[src/rtl/sdram_frame_rd_ctrl_if.sv]
// Read-port bus between the frame read controller and the SDRAM read port.
// master: the frame read controller (issues start/address/length and pops).
// slave : the SDRAM read port (presents the FWFT FIFO head and non-empty flag).
interface sdram_frame_rd_ctrl_if #(
    parameter int DATA_DW          = 16,
    parameter int SDRAM_ADDRS_WIDE = 21
);
    logic                        port_rd_start;
    logic [SDRAM_ADDRS_WIDE-1:0] port_rd_addrs;
    logic [SDRAM_ADDRS_WIDE-1:0] port_rd_length;
    logic                        port_rd_data_ready;
    logic [DATA_DW-1:0]          port_rd_data;
    logic                        port_rd_data_req;

    modport master (
        output port_rd_start,
        output port_rd_addrs,
        output port_rd_length,
        output port_rd_data_req,
        input  port_rd_data_ready,
        input  port_rd_data
    );

    modport slave (
        input  port_rd_start,
        input  port_rd_addrs,
        input  port_rd_length,
        input  port_rd_data_req,
        output port_rd_data_ready,
        output port_rd_data
    );
endinterface

[src/rtl/sdram_frame_rd_ctrl.sv]
// Per-frame SDRAM read sequencer and pixel streamer.
// On each frame trigger it picks the ping-pong buffer not being written,
// holds a read start to the port, then moves pixels from the port's FWFT
// FIFO into a registered ready/valid stream with sof/eol/eof markers.
// Optional feature macro: FRAME_RD_UNDERFLOW_CNT_EN adds o_underflow_cnt,
// a saturating count of underflow cycles for the current frame.
module sdram_frame_rd_ctrl #(
    parameter int                          DATA_DW          = 16,
    parameter int                          SDRAM_ADDRS_WIDE = 21,
    parameter int                          H_ACTIVE         = 256,
    parameter int                          V_ACTIVE         = 192,
    parameter logic [SDRAM_ADDRS_WIDE-1:0] FRAME_BASE0      = 21'h000000,
    parameter logic [SDRAM_ADDRS_WIDE-1:0] FRAME_BASE1      = 21'h010000,
    parameter int                          START_HOLD       = 4
) (
    input  logic                   i_port_rd_clk,
    input  logic                   i_rst_n,
    input  logic                   i_frame_start,
    input  logic                   i_wr_bank,
    sdram_frame_rd_ctrl_if.master  rd_port,
    output logic [DATA_DW-1:0]     o_pix_data,
    output logic                   o_pix_vld,
    input  logic                   i_pix_ready,
    output logic                   o_pix_sof,
    output logic                   o_pix_eol,
    output logic                   o_pix_eof,
`ifdef FRAME_RD_UNDERFLOW_CNT_EN
    output logic [15:0]            o_underflow_cnt,
`endif
    output logic                   o_busy,
    output logic                   o_underflow
);

    localparam int PIX_TOTAL = H_ACTIVE * V_ACTIVE;
    localparam int LEFT_W    = $clog2(PIX_TOTAL + 1);
    localparam int H_W       = (H_ACTIVE > 1) ? $clog2(H_ACTIVE) : 1;
    localparam int V_W       = (V_ACTIVE > 1) ? $clog2(V_ACTIVE) : 1;
    localparam int HOLD_W    = $clog2(START_HOLD);

    localparam logic [SDRAM_ADDRS_WIDE-1:0] FRAME_LEN  = SDRAM_ADDRS_WIDE'(PIX_TOTAL);
    localparam logic [LEFT_W-1:0]           LEFT_INIT  = LEFT_W'(PIX_TOTAL);
    localparam logic [H_W-1:0]              H_LAST     = H_W'(H_ACTIVE - 1);
    localparam logic [V_W-1:0]              V_LAST     = V_W'(V_ACTIVE - 1);
    localparam logic [HOLD_W-1:0]           HOLD_LAST  = HOLD_W'(START_HOLD - 1);

    typedef enum logic [1:0] {
        ST_IDLE,
        ST_START,
        ST_WAIT_RDY,
        ST_STREAM
    } state_e;

    state_e                      state_q, state_d;
    logic [HOLD_W-1:0]           hold_q;
    logic [H_W-1:0]              h_cnt_q;
    logic [V_W-1:0]              v_cnt_q;
    logic [LEFT_W-1:0]           pix_left_q;
    logic [SDRAM_ADDRS_WIDE-1:0] addrs_q;
    logic [SDRAM_ADDRS_WIDE-1:0] length_q;

    logic sink_free;
    logic pop;
    logic underflow_hit;

    // The output register can take a new pixel when empty or being drained.
    assign sink_free = !o_pix_vld || i_pix_ready;

    assign rd_port.port_rd_start    = (state_q == ST_START);
    assign rd_port.port_rd_addrs    = addrs_q;
    assign rd_port.port_rd_length   = length_q;
    assign rd_port.port_rd_data_req = pop;
    assign o_busy                   = (state_q != ST_IDLE);

    // State register.
    // NOTE: reset is synchronous, so it lives inside the clocked branch, not the sensitivity list.
    always_ff @(posedge i_port_rd_clk) begin
        if (!i_rst_n) begin
            state_q <= ST_IDLE;
        end else begin
            state_q <= state_d;
        end
    end

    // Next-state, pop and underflow decode; a frame trigger overrides every state.
    always_comb begin
        // NOTE: every variable gets a default first so no path can infer a latch.
        state_d       = state_q;
        pop           = 1'b0;
        underflow_hit = 1'b0;
        unique case (state_q)
            ST_IDLE: ;
            ST_START: begin
                if (hold_q == HOLD_LAST) state_d = ST_WAIT_RDY;
            end
            ST_WAIT_RDY: begin
                if (rd_port.port_rd_data_ready) state_d = ST_STREAM;
            end
            ST_STREAM: begin
                pop           = rd_port.port_rd_data_ready && (pix_left_q != '0) && sink_free;
                underflow_hit = !rd_port.port_rd_data_ready && (pix_left_q != '0) && sink_free;
                if ((pix_left_q == '0) && sink_free) state_d = ST_IDLE;
            end
            default: state_d = ST_IDLE;
        endcase
        if (i_frame_start) state_d = ST_START;
    end

    // Frame setup, raster counters, registered pixel output and sticky underflow.
    always_ff @(posedge i_port_rd_clk) begin
        if (!i_rst_n) begin
            hold_q      <= '0;
            h_cnt_q     <= '0;
            v_cnt_q     <= '0;
            pix_left_q  <= '0;
            addrs_q     <= '0;
            length_q    <= '0;
            o_pix_data  <= '0;
            o_pix_vld   <= 1'b0;
            o_pix_sof   <= 1'b0;
            o_pix_eol   <= 1'b0;
            o_pix_eof   <= 1'b0;
            o_underflow <= 1'b0;
        end else if (i_frame_start) begin
            // NOTE: sequential state uses non-blocking assignments so every register sees pre-edge values.
            addrs_q     <= i_wr_bank ? FRAME_BASE0 : FRAME_BASE1;
            length_q    <= FRAME_LEN;
            hold_q      <= '0;
            h_cnt_q     <= '0;
            v_cnt_q     <= '0;
            pix_left_q  <= LEFT_INIT;
            o_pix_vld   <= 1'b0;
            o_pix_sof   <= 1'b0;
            o_pix_eol   <= 1'b0;
            o_pix_eof   <= 1'b0;
            o_underflow <= 1'b0;
        end else begin
            if (state_q == ST_START) hold_q <= hold_q + HOLD_W'(1);
            if (pop) begin
                o_pix_data <= rd_port.port_rd_data;
                o_pix_vld  <= 1'b1;
                o_pix_sof  <= (h_cnt_q == '0) && (v_cnt_q == '0);
                o_pix_eol  <= (h_cnt_q == H_LAST);
                o_pix_eof  <= (h_cnt_q == H_LAST) && (v_cnt_q == V_LAST);
                pix_left_q <= pix_left_q - LEFT_W'(1);
                if (h_cnt_q == H_LAST) begin
                    h_cnt_q <= '0;
                    v_cnt_q <= v_cnt_q + V_W'(1);
                end else begin
                    h_cnt_q <= h_cnt_q + H_W'(1);
                end
            end else if (o_pix_vld && i_pix_ready) begin
                o_pix_vld <= 1'b0;
            end
            if (underflow_hit) o_underflow <= 1'b1;
        end
    end

`ifdef FRAME_RD_UNDERFLOW_CNT_EN
    // Saturating per-frame count of cycles spent in the underflow condition.
    always_ff @(posedge i_port_rd_clk) begin
        if (!i_rst_n || i_frame_start) begin
            o_underflow_cnt <= '0;
        end else if (underflow_hit && (o_underflow_cnt != 16'hFFFF)) begin
            o_underflow_cnt <= o_underflow_cnt + 16'd1;
        end
    end
`else
    // Only the sticky o_underflow flag reports FIFO starvation in this build.
`endif

endmodule

[src/flat_wrapper.sv]
// flat-port wrapper written by rule: the top's interface ports become plain ports
module sdram_frame_rd_ctrl_flat 
#(
    parameter int                          DATA_DW          = 16,
    parameter int                          SDRAM_ADDRS_WIDE = 21,
    parameter int                          H_ACTIVE         = 256,
    parameter int                          V_ACTIVE         = 192,
    parameter logic [SDRAM_ADDRS_WIDE-1:0] FRAME_BASE0      = 21'h000000,
    parameter logic [SDRAM_ADDRS_WIDE-1:0] FRAME_BASE1      = 21'h010000,
    parameter int                          START_HOLD       = 4
)
  (i_port_rd_clk, i_rst_n, i_frame_start, i_wr_bank, o_pix_data, o_pix_vld, i_pix_ready, o_pix_sof, o_pix_eol, o_pix_eof, o_busy, o_underflow, rd_port_port_rd_start, rd_port_port_rd_addrs, rd_port_port_rd_length, rd_port_port_rd_data_req, rd_port_port_rd_data_ready, rd_port_port_rd_data);
  sdram_frame_rd_ctrl_if #(.DATA_DW(DATA_DW), .SDRAM_ADDRS_WIDE(SDRAM_ADDRS_WIDE)) rd_port_i ();
  input  logic i_port_rd_clk;
  input  logic i_rst_n;
  input  logic i_frame_start;
  input  logic i_wr_bank;
  output logic [DATA_DW-1:0] o_pix_data;
  output logic o_pix_vld;
  input  logic i_pix_ready;
  output logic o_pix_sof;
  output logic o_pix_eol;
  output logic o_pix_eof;
  output logic o_busy;
  output logic o_underflow;
  output wire logic [$bits(rd_port_i.port_rd_start)-1:0] rd_port_port_rd_start;
  output wire logic [$bits(rd_port_i.port_rd_addrs)-1:0] rd_port_port_rd_addrs;
  output wire logic [$bits(rd_port_i.port_rd_length)-1:0] rd_port_port_rd_length;
  output wire logic [$bits(rd_port_i.port_rd_data_req)-1:0] rd_port_port_rd_data_req;
  input wire logic [$bits(rd_port_i.port_rd_data_ready)-1:0] rd_port_port_rd_data_ready;
  input wire logic [$bits(rd_port_i.port_rd_data)-1:0] rd_port_port_rd_data;
  assign rd_port_port_rd_start = rd_port_i.port_rd_start;
  assign rd_port_port_rd_addrs = rd_port_i.port_rd_addrs;
  assign rd_port_port_rd_length = rd_port_i.port_rd_length;
  assign rd_port_port_rd_data_req = rd_port_i.port_rd_data_req;
  assign rd_port_i.port_rd_data_ready = rd_port_port_rd_data_ready;
  assign rd_port_i.port_rd_data = rd_port_port_rd_data;
  sdram_frame_rd_ctrl #(.DATA_DW(DATA_DW), .SDRAM_ADDRS_WIDE(SDRAM_ADDRS_WIDE), .H_ACTIVE(H_ACTIVE), .V_ACTIVE(V_ACTIVE), .FRAME_BASE0(FRAME_BASE0), .FRAME_BASE1(FRAME_BASE1), .START_HOLD(START_HOLD)) u_core (.i_port_rd_clk(i_port_rd_clk), .i_rst_n(i_rst_n), .i_frame_start(i_frame_start), .i_wr_bank(i_wr_bank), .rd_port(rd_port_i), .o_pix_data(o_pix_data), .o_pix_vld(o_pix_vld), .i_pix_ready(i_pix_ready), .o_pix_sof(o_pix_sof), .o_pix_eol(o_pix_eol), .o_pix_eof(o_pix_eof), .o_busy(o_busy), .o_underflow(o_underflow));
endmodule
[config.mk]
export PLATFORM = sky130hd
export DESIGN_NAME = sdram_frame_rd_ctrl_flat
export DESIGN_NICKNAME = d
export VERILOG_FILES = /design/src/rtl/sdram_frame_rd_ctrl_if.sv /design/src/rtl/sdram_frame_rd_ctrl.sv /design/src/flat_wrapper.sv
export SDC_FILE = /design/constraint.sdc
export NUM_CORES = 1
export LEC_CHECK = 0
export BUFFER_PORTS_ARGS = -buffer_cell sky130_fd_sc_hd__buf_2
export CORE_MARGIN = 1
export CORE_UTILIZATION = 51
export CTS_BUF_LIST = sky130_fd_sc_hd__clkbuf_4 sky130_fd_sc_hd__clkbuf_8
export DETAILED_ROUTE_END_ITERATION = 8
export GPL_TIMING_DRIVEN = 0
export PLACE_DENSITY_LB_ADDON = 0.1
export SETUP_SLACK_MARGIN = 0.3
export SLEW_MARGIN = 5
export SYNTH_ARGS = -nofsm -noshare
export SYNTH_HDL_FRONTEND = slang
export SYNTH_SLANG_ARGS = --single-unit
[constraint.sdc]
create_clock -name i_port_rd_clk -period 6.3 [get_ports i_port_rd_clk]
set_clock_uncertainty 0.2 [all_clocks]
set_input_delay 0.945 -clock i_port_rd_clk [delete_from_list [all_inputs] [get_ports i_port_rd_clk]]
set_output_delay 0.945 -clock i_port_rd_clk [all_outputs]
set_load 0.05 [all_outputs]
Word level (Yosys, flattened, before mapping)
Index checks and enable logic that the tools add are counted.

Register bits after elaboration: 79. Bits of input ports: 22. Output and inout port bits: 66. Word-level logic and storage cells: 71.

$add $sub $neg: 4. Equal/unequal tests: 12. Multiplexer cells: 13. Bitwise gates (word level): 2. Reductions and logical operators: 25.

Operators with widths (count): 16-bit 2-to-1 mux (2); 17-bit 2-to-1 mux (1); 8-bit by 1-bit adder with 8-bit output, second input constant (2); 8-bit == test, second input constant (2); 16-bit zero test (1); 8-bit zero test (2); 16-bit nonzero test (1); 16-bit by 1-bit subtractor with 16-bit output, second input constant (1); 1-bit logical AND (8); 8-bit 2-to-1 mux (1); 4-bit AND reduction (2); 2-bit == test, second input constant (3); 2-bit 2-to-1 mux (3); 3-bit by 2-bit inequality test with 1-bit output, second input constant (2); 2-bit one-hot mux with 3 select lines (1); 2-bit nonzero test (3); 1-bit 2-to-1 mux (5); 2-bit by 1-bit inequality test with 1-bit output, second input constant (2); 2-bit AND reduction (2); 4-bit nonzero test (1); 3-bit inequality test, second input constant (1); 3-bit nonzero test (1); 2-bit by 1-bit adder with 2-bit output, second input constant (1); 2-bit by 1-bit == test with 1-bit output, second input constant (1); other kinds (5) (7).

Longest topological paths before layout
Depth after elaboration: 6. Depth in mapped cells: 9. Mapped depth without buffers: 8.

Worst setup path before layout
OpenSTA, ideal clock, no wires.

Path type: in2out. From: input i_pix_ready. To: output rd_port_port_rd_data_req. Arrival: 2055 ps. Required time: 5155 ps. Setup slack: 3100 ps. Stages on the path: 6. Path buffers: 2. Cells stage by stage: nand2b_1 clkbuf_1 and3_1 clkbuf_1 nand2_8 inv_2.

Word-level cells in the longest chain between the ends: 3.

RTL lines: from (decl) (RTL line flat_wrapper.sv:20) `input logic i_pix_ready;`; 1-bit logical OR (RTL line sdram_frame_rd_ctrl.sv:66) `assign sink_free = !o_pix_vld || i_pix_ready;`; 1-bit logical AND (RTL line sdram_frame_rd_ctrl.sv:99) `pop = rd_port.port_rd_data_ready && (pix_left_q != '0) && sink_free;`; 1-bit 2-to-1 mux (RTL line sdram_frame_rd_ctrl.sv:90) `unique case (state_q)`; to (decl) (RTL line flat_wrapper.sv:29) `output wire logic [$bits(rd_port_i.port_rd_data_req)-1:0] rd_port_port_rd_data_req;`.

No other way between the ends.

Final worst setup path
From: register u_core.pix_left_q[0]. To: output rd_port_port_rd_data_req.

Word-level cells in the longest chain between the ends: 4.

RTL lines: from (decl) (RTL line sdram_frame_rd_ctrl.sv:57) `logic [LEFT_W-1:0] pix_left_q;`; from (signal assigned) (RTL line sdram_frame_rd_ctrl.sv:144) `pix_left_q <= pix_left_q - LEFT_W'(1);`; 16-bit nonzero test (RTL line sdram_frame_rd_ctrl.sv:99); 1-bit logical AND (2 in a row) (RTL line sdram_frame_rd_ctrl.sv:99); 1-bit 2-to-1 mux (RTL line sdram_frame_rd_ctrl.sv:90).

No other way between the ends.

==> qor_table.md <==
| Parameter | Reported |
| --- | --- |
| Number of synthesis warnings | 0 |
| Number of enable flip-flop cells after synthesis | 0 |
| CP bufs+invs | 4 |
| Endpoint arrival time on the critical path | 2.53 ns |
| GR Util All Layers | 21.42% |
| Total I/O pin count | 88 |
| Sink count of the clock tree | 59 |
| Final design instance area without fill | 0.003899 mm² |
| Critical path class | flop to output pin |
| Sum Neg Setup Slack | 0 ns |
| Worst VDD drop | 0.1292 mV |
| Post-detailed-route via-to-cell ratio | 5.026 |
| Hold-fix buffers, CTS | 0 |
| Wire length of the first global-routing pass | 10.90 mm |
| Status | complete, no violations |
| Final setup violation count | 0 |
| Post-CTS setup buffers | 0 |
| Register-to-Register Setup Slack | 3.71 ns |
| Post-detailed-placement half-perimeter wirelength | 4.931 mm |
| Initial core utilization | 54.01% |
| Commonest cells after routing, fill and taps aside | sky130_fd_sc_hd__dfxtp_1 (59), sky130_fd_sc_hd__buf_2 (51), sky130_fd_sc_hd__buf_4 (40) |
| Floorplan die height | 81.88 µm |
| DRT Wirelength | 6.683 mm |
| Area of placed instances | 0.003731 mm² |
| CTS buffer count | 9 |
| Cells after synthesis | 367 |
| Post-detailed-route DRC marker count | 0 |
| Endpoint kind of the worst setup timing path | output pin |
| Largest driver fanout on the critical path | 10 |
| Remaining global-route overflow | 0 |
| Total of buffers placed on input and output ports | 48 |
| Final clock period utilization by the worst path | 58.29% |
| Internal Dissipation | 0.0005840 W |
| Lkg Pwr | 1.661 nW |
| Unrepaired setup endpoints after global routing | no |
| Worst Path Required | 5.15 ns |
| Area growth from synthesis to layout | 19.80% |
| Placed cells | 528 |
| Ordered list of cells on the worst path | inv_1 > ha_1 > or3b_2 > or4_4 > buf_6 > nand2_8 > inv_2 > buf_2 |
| Root Driver | sky130_fd_sc_hd__clkbuf_8 |
| Routability congestion estimate | 0.8877 |
| Standard-cell row count | 28 |
| Most used flip-flop cell after synthesis | sky130_fd_sc_hd__dfxtp_1 |
| Average footprint of a synthesized cell | 8.867 µm² |
| Switching pwr | 0.0002586 W |
| Netlist area before placement | 0.003254 mm² |
| Remaining number of nets flagged by the antenna check after routing | 0 |
| Final Net Count | 498 |
| Proportion of power drawn by combinational gates | 18.6% |
| Overall power of the completed layout | 0.0008425 W |
| Number of global-route vias before repair | 2451 |
| Unique masters post-synth | 55 |
| Layout cell share with drive strength beyond 1 | 31.20% |
| Pin count of the biggest net entering global routing | 11 |
| Total number of vias | 2729 |
| Clock Power Share | 35.9% |
| Router iterations before antenna repair | 4 |
| Worst slew slack as a fraction of its limit | 43.27% |
| Core region area | 0.006026 mm² |
| Total of cells resized after clock tree synthesis | 0 |
| Cell with the largest stage delay on the worst path | sky130_fd_sc_hd__or3b_2 |
| Min-Delay Path Class | flop to flop |
| Deepest clock path buffer count | 2 |
| Final Hold Violating Endpoints | 0 |
| Max Cap Viol | 0 |
| DRC violation total after the first TritonRoute iteration | 107 |
| Nature of the critical path startpoint | flop |
| TritonCTS clock tree | built |
| Sequential area share after synthesis | 36.29% |
| Net switching share of the total power | 30.69% |
| Most common library cell in the layout ignoring fill and taps | sky130_fd_sc_hd__dfxtp_1 |
| Proportion of synthesized flip-flops having asynchronous set or reset | 0% |
| Clk_lat worst skew | 0.33 ns |
| Number of pins with negative max-slew slack in the final report | 0 |
| Antenna diode count | 0 |
| Final instance count without filler cells | 543 |
| Top Family by Delay on Critical Path | simple AND/OR/NAND/NOR gates |
| Clk slew on worst S/H paths | 0.06 ns |
| Actual transition at the worst max-transition pin | 0.8444 ns |
| H-tree level count | 3 |
| Highest attainable clock frequency | 0.2723 GHz |
| Fillers | 534 |
| Sequential cell fraction of total power | 45.5% |
| Die outline area | 0.006704 mm² |
| Final worst path period need | 3.672 ns |
| Number of flip-flops and latches in the synthesized netlist | 59 |
| Number of antenna violations at the first check in global routing | 0 |
| Crit-path max cell delay | 0.52 ns |
| WL/cell | 12.31 µm |
| Power per cell area | 216.1 mW/mm² |
| Die outline width | 81.88 µm |
==> registers in the layout, indices dropped and copies added, names as in the netlist <==
| name | cells |
|---|---|
| u_core.pix_left_q | 16 |
| u_core.h_cnt_q | 8 |
| u_core.o_pix_vld | 1 |
| u_core.o_underflow | 1 |
| u_core.o_pix_eol | 1 |
| u_core.v_cnt_q | 8 |
| u_core.rd_port.port_rd_addrs | 1 |
| u_core.o_pix_sof | 1 |
| u_core.state_q | 2 |
| u_core.o_pix_eof | 1 |
| u_core.hold_q | 2 |
| u_core.rd_port.port_rd_length | 1 |
| u_core.o_pix_data | 16 |
==> tightest hold or removal path: stages, from the launching register on <==
cell and delay (ns):
sky130_fd_sc_hd__dfxtp_1 0.31, sky130_fd_sc_hd__nand2_1 0.06, sky130_fd_sc_hd__a21oi_1 0.05
==> through the flow <==
| step | setup slack [ns] | hold slack, ns | utilization (%) |
|---|---|---|---|
| floorplan | 3.100 | 0.2496 | - |
| global placement | 2.655 | 0.2404 | 61.92 |
| detailed placement | 2.665 | 0.2557 | 61.92 |
| CTS | 2.602 | 0.2650 | 64.70 |
| global route | 2.514 | 0.2815 | 64.70 |
| finish | 2.628 | 0.2604 | 64.70 |
==> layer usage <==
layer | vias to the layer above | global-route usage (%) | wire length, µm
li1 | 1391 | - | -
met1 | 1270 | 26.78 | 2986
met5 | - | 0 | 0
met2 | 58 | 35.12 | 3323
met3 | 10 | 5.111 | 289
met4 | 0 | 8.772 | 84
==> power by group through the flow <==
stage          logic (W)  registers (W)  clock network [W]
6_report        0.000157       0.000383           0.000303
5_1_grt         0.000170       0.000383           0.000328
4_1_cts         0.000157       0.000383           0.000308
3_5_place_dp    0.000156       0.000391                  0
3_3_place_gp    0.000155       0.000391                  0
2_1_floorplan   0.000128       0.000395                  0
==> kinds of logic after synthesis <==
family,synth area share (%)
AND/OR/NAND/NOR,23.88
multiplexers,0.6152
adder cells (fa/ha/maj),4.613
AO/OA/AOI/OAI,14.73
XOR/XNOR,5.921
buffers and inverters,13.84
other,0.1152
flip-flops,36.29
==> final cells by class <==
cell class	instances	area [µm²]	share of cell area (%)
flip-flops and latches	59	1181	30.30
well taps	75	93.84	2.407
inverters	11	41.29	1.059
clock inverters	3	15.01	0.3851
clock buffers	12	152.6	3.915
repair buffers	48	240.2	6.162
plain buffers	58	409.1	10.49
multi-input cells	277	1765	45.28
==> cell usage after synthesis, types with 10 or more instances <==
library cell               number  area [µm²]
sky130_fd_sc_hd__a21boi_2      15       168.9
sky130_fd_sc_hd__a21oi_1       12       60.06
sky130_fd_sc_hd__buf_4         40       300.3
sky130_fd_sc_hd__clkbuf_1      11       41.29
sky130_fd_sc_hd__dfxtp_1       59        1181
sky130_fd_sc_hd__ha_1          12       150.1
sky130_fd_sc_hd__inv_1         10       37.54
sky130_fd_sc_hd__nand2_1       32       120.1
sky130_fd_sc_hd__nor2_1        32       120.1
sky130_fd_sc_hd__nor3_1        12       60.06
sky130_fd_sc_hd__nor4_1        10       62.56
sky130_fd_sc_hd__xnor2_1       19       166.4
==> final timing paths <==
path / from / end / cells after the start
worst min register to register: u_core.o_pix_eof$_SDFFE_PP0P_ / u_core.o_pix_eof$_SDFFE_PP0P_ / 2
worst max register to register: u_core.pix_left_q[0]$_SDFFE_PP0P_ / u_core.o_pix_data[6]$_SDFFE_PN0P_ / 8
worst min-delay path: u_core.o_pix_eof$_SDFFE_PP0P_ / u_core.o_pix_eof$_SDFFE_PP0P_ / 2
worst max-delay path: u_core.pix_left_q[0]$_SDFFE_PP0P_ / rd_port_port_rd_data_req / 8
(Power assumes the default switching activity.)
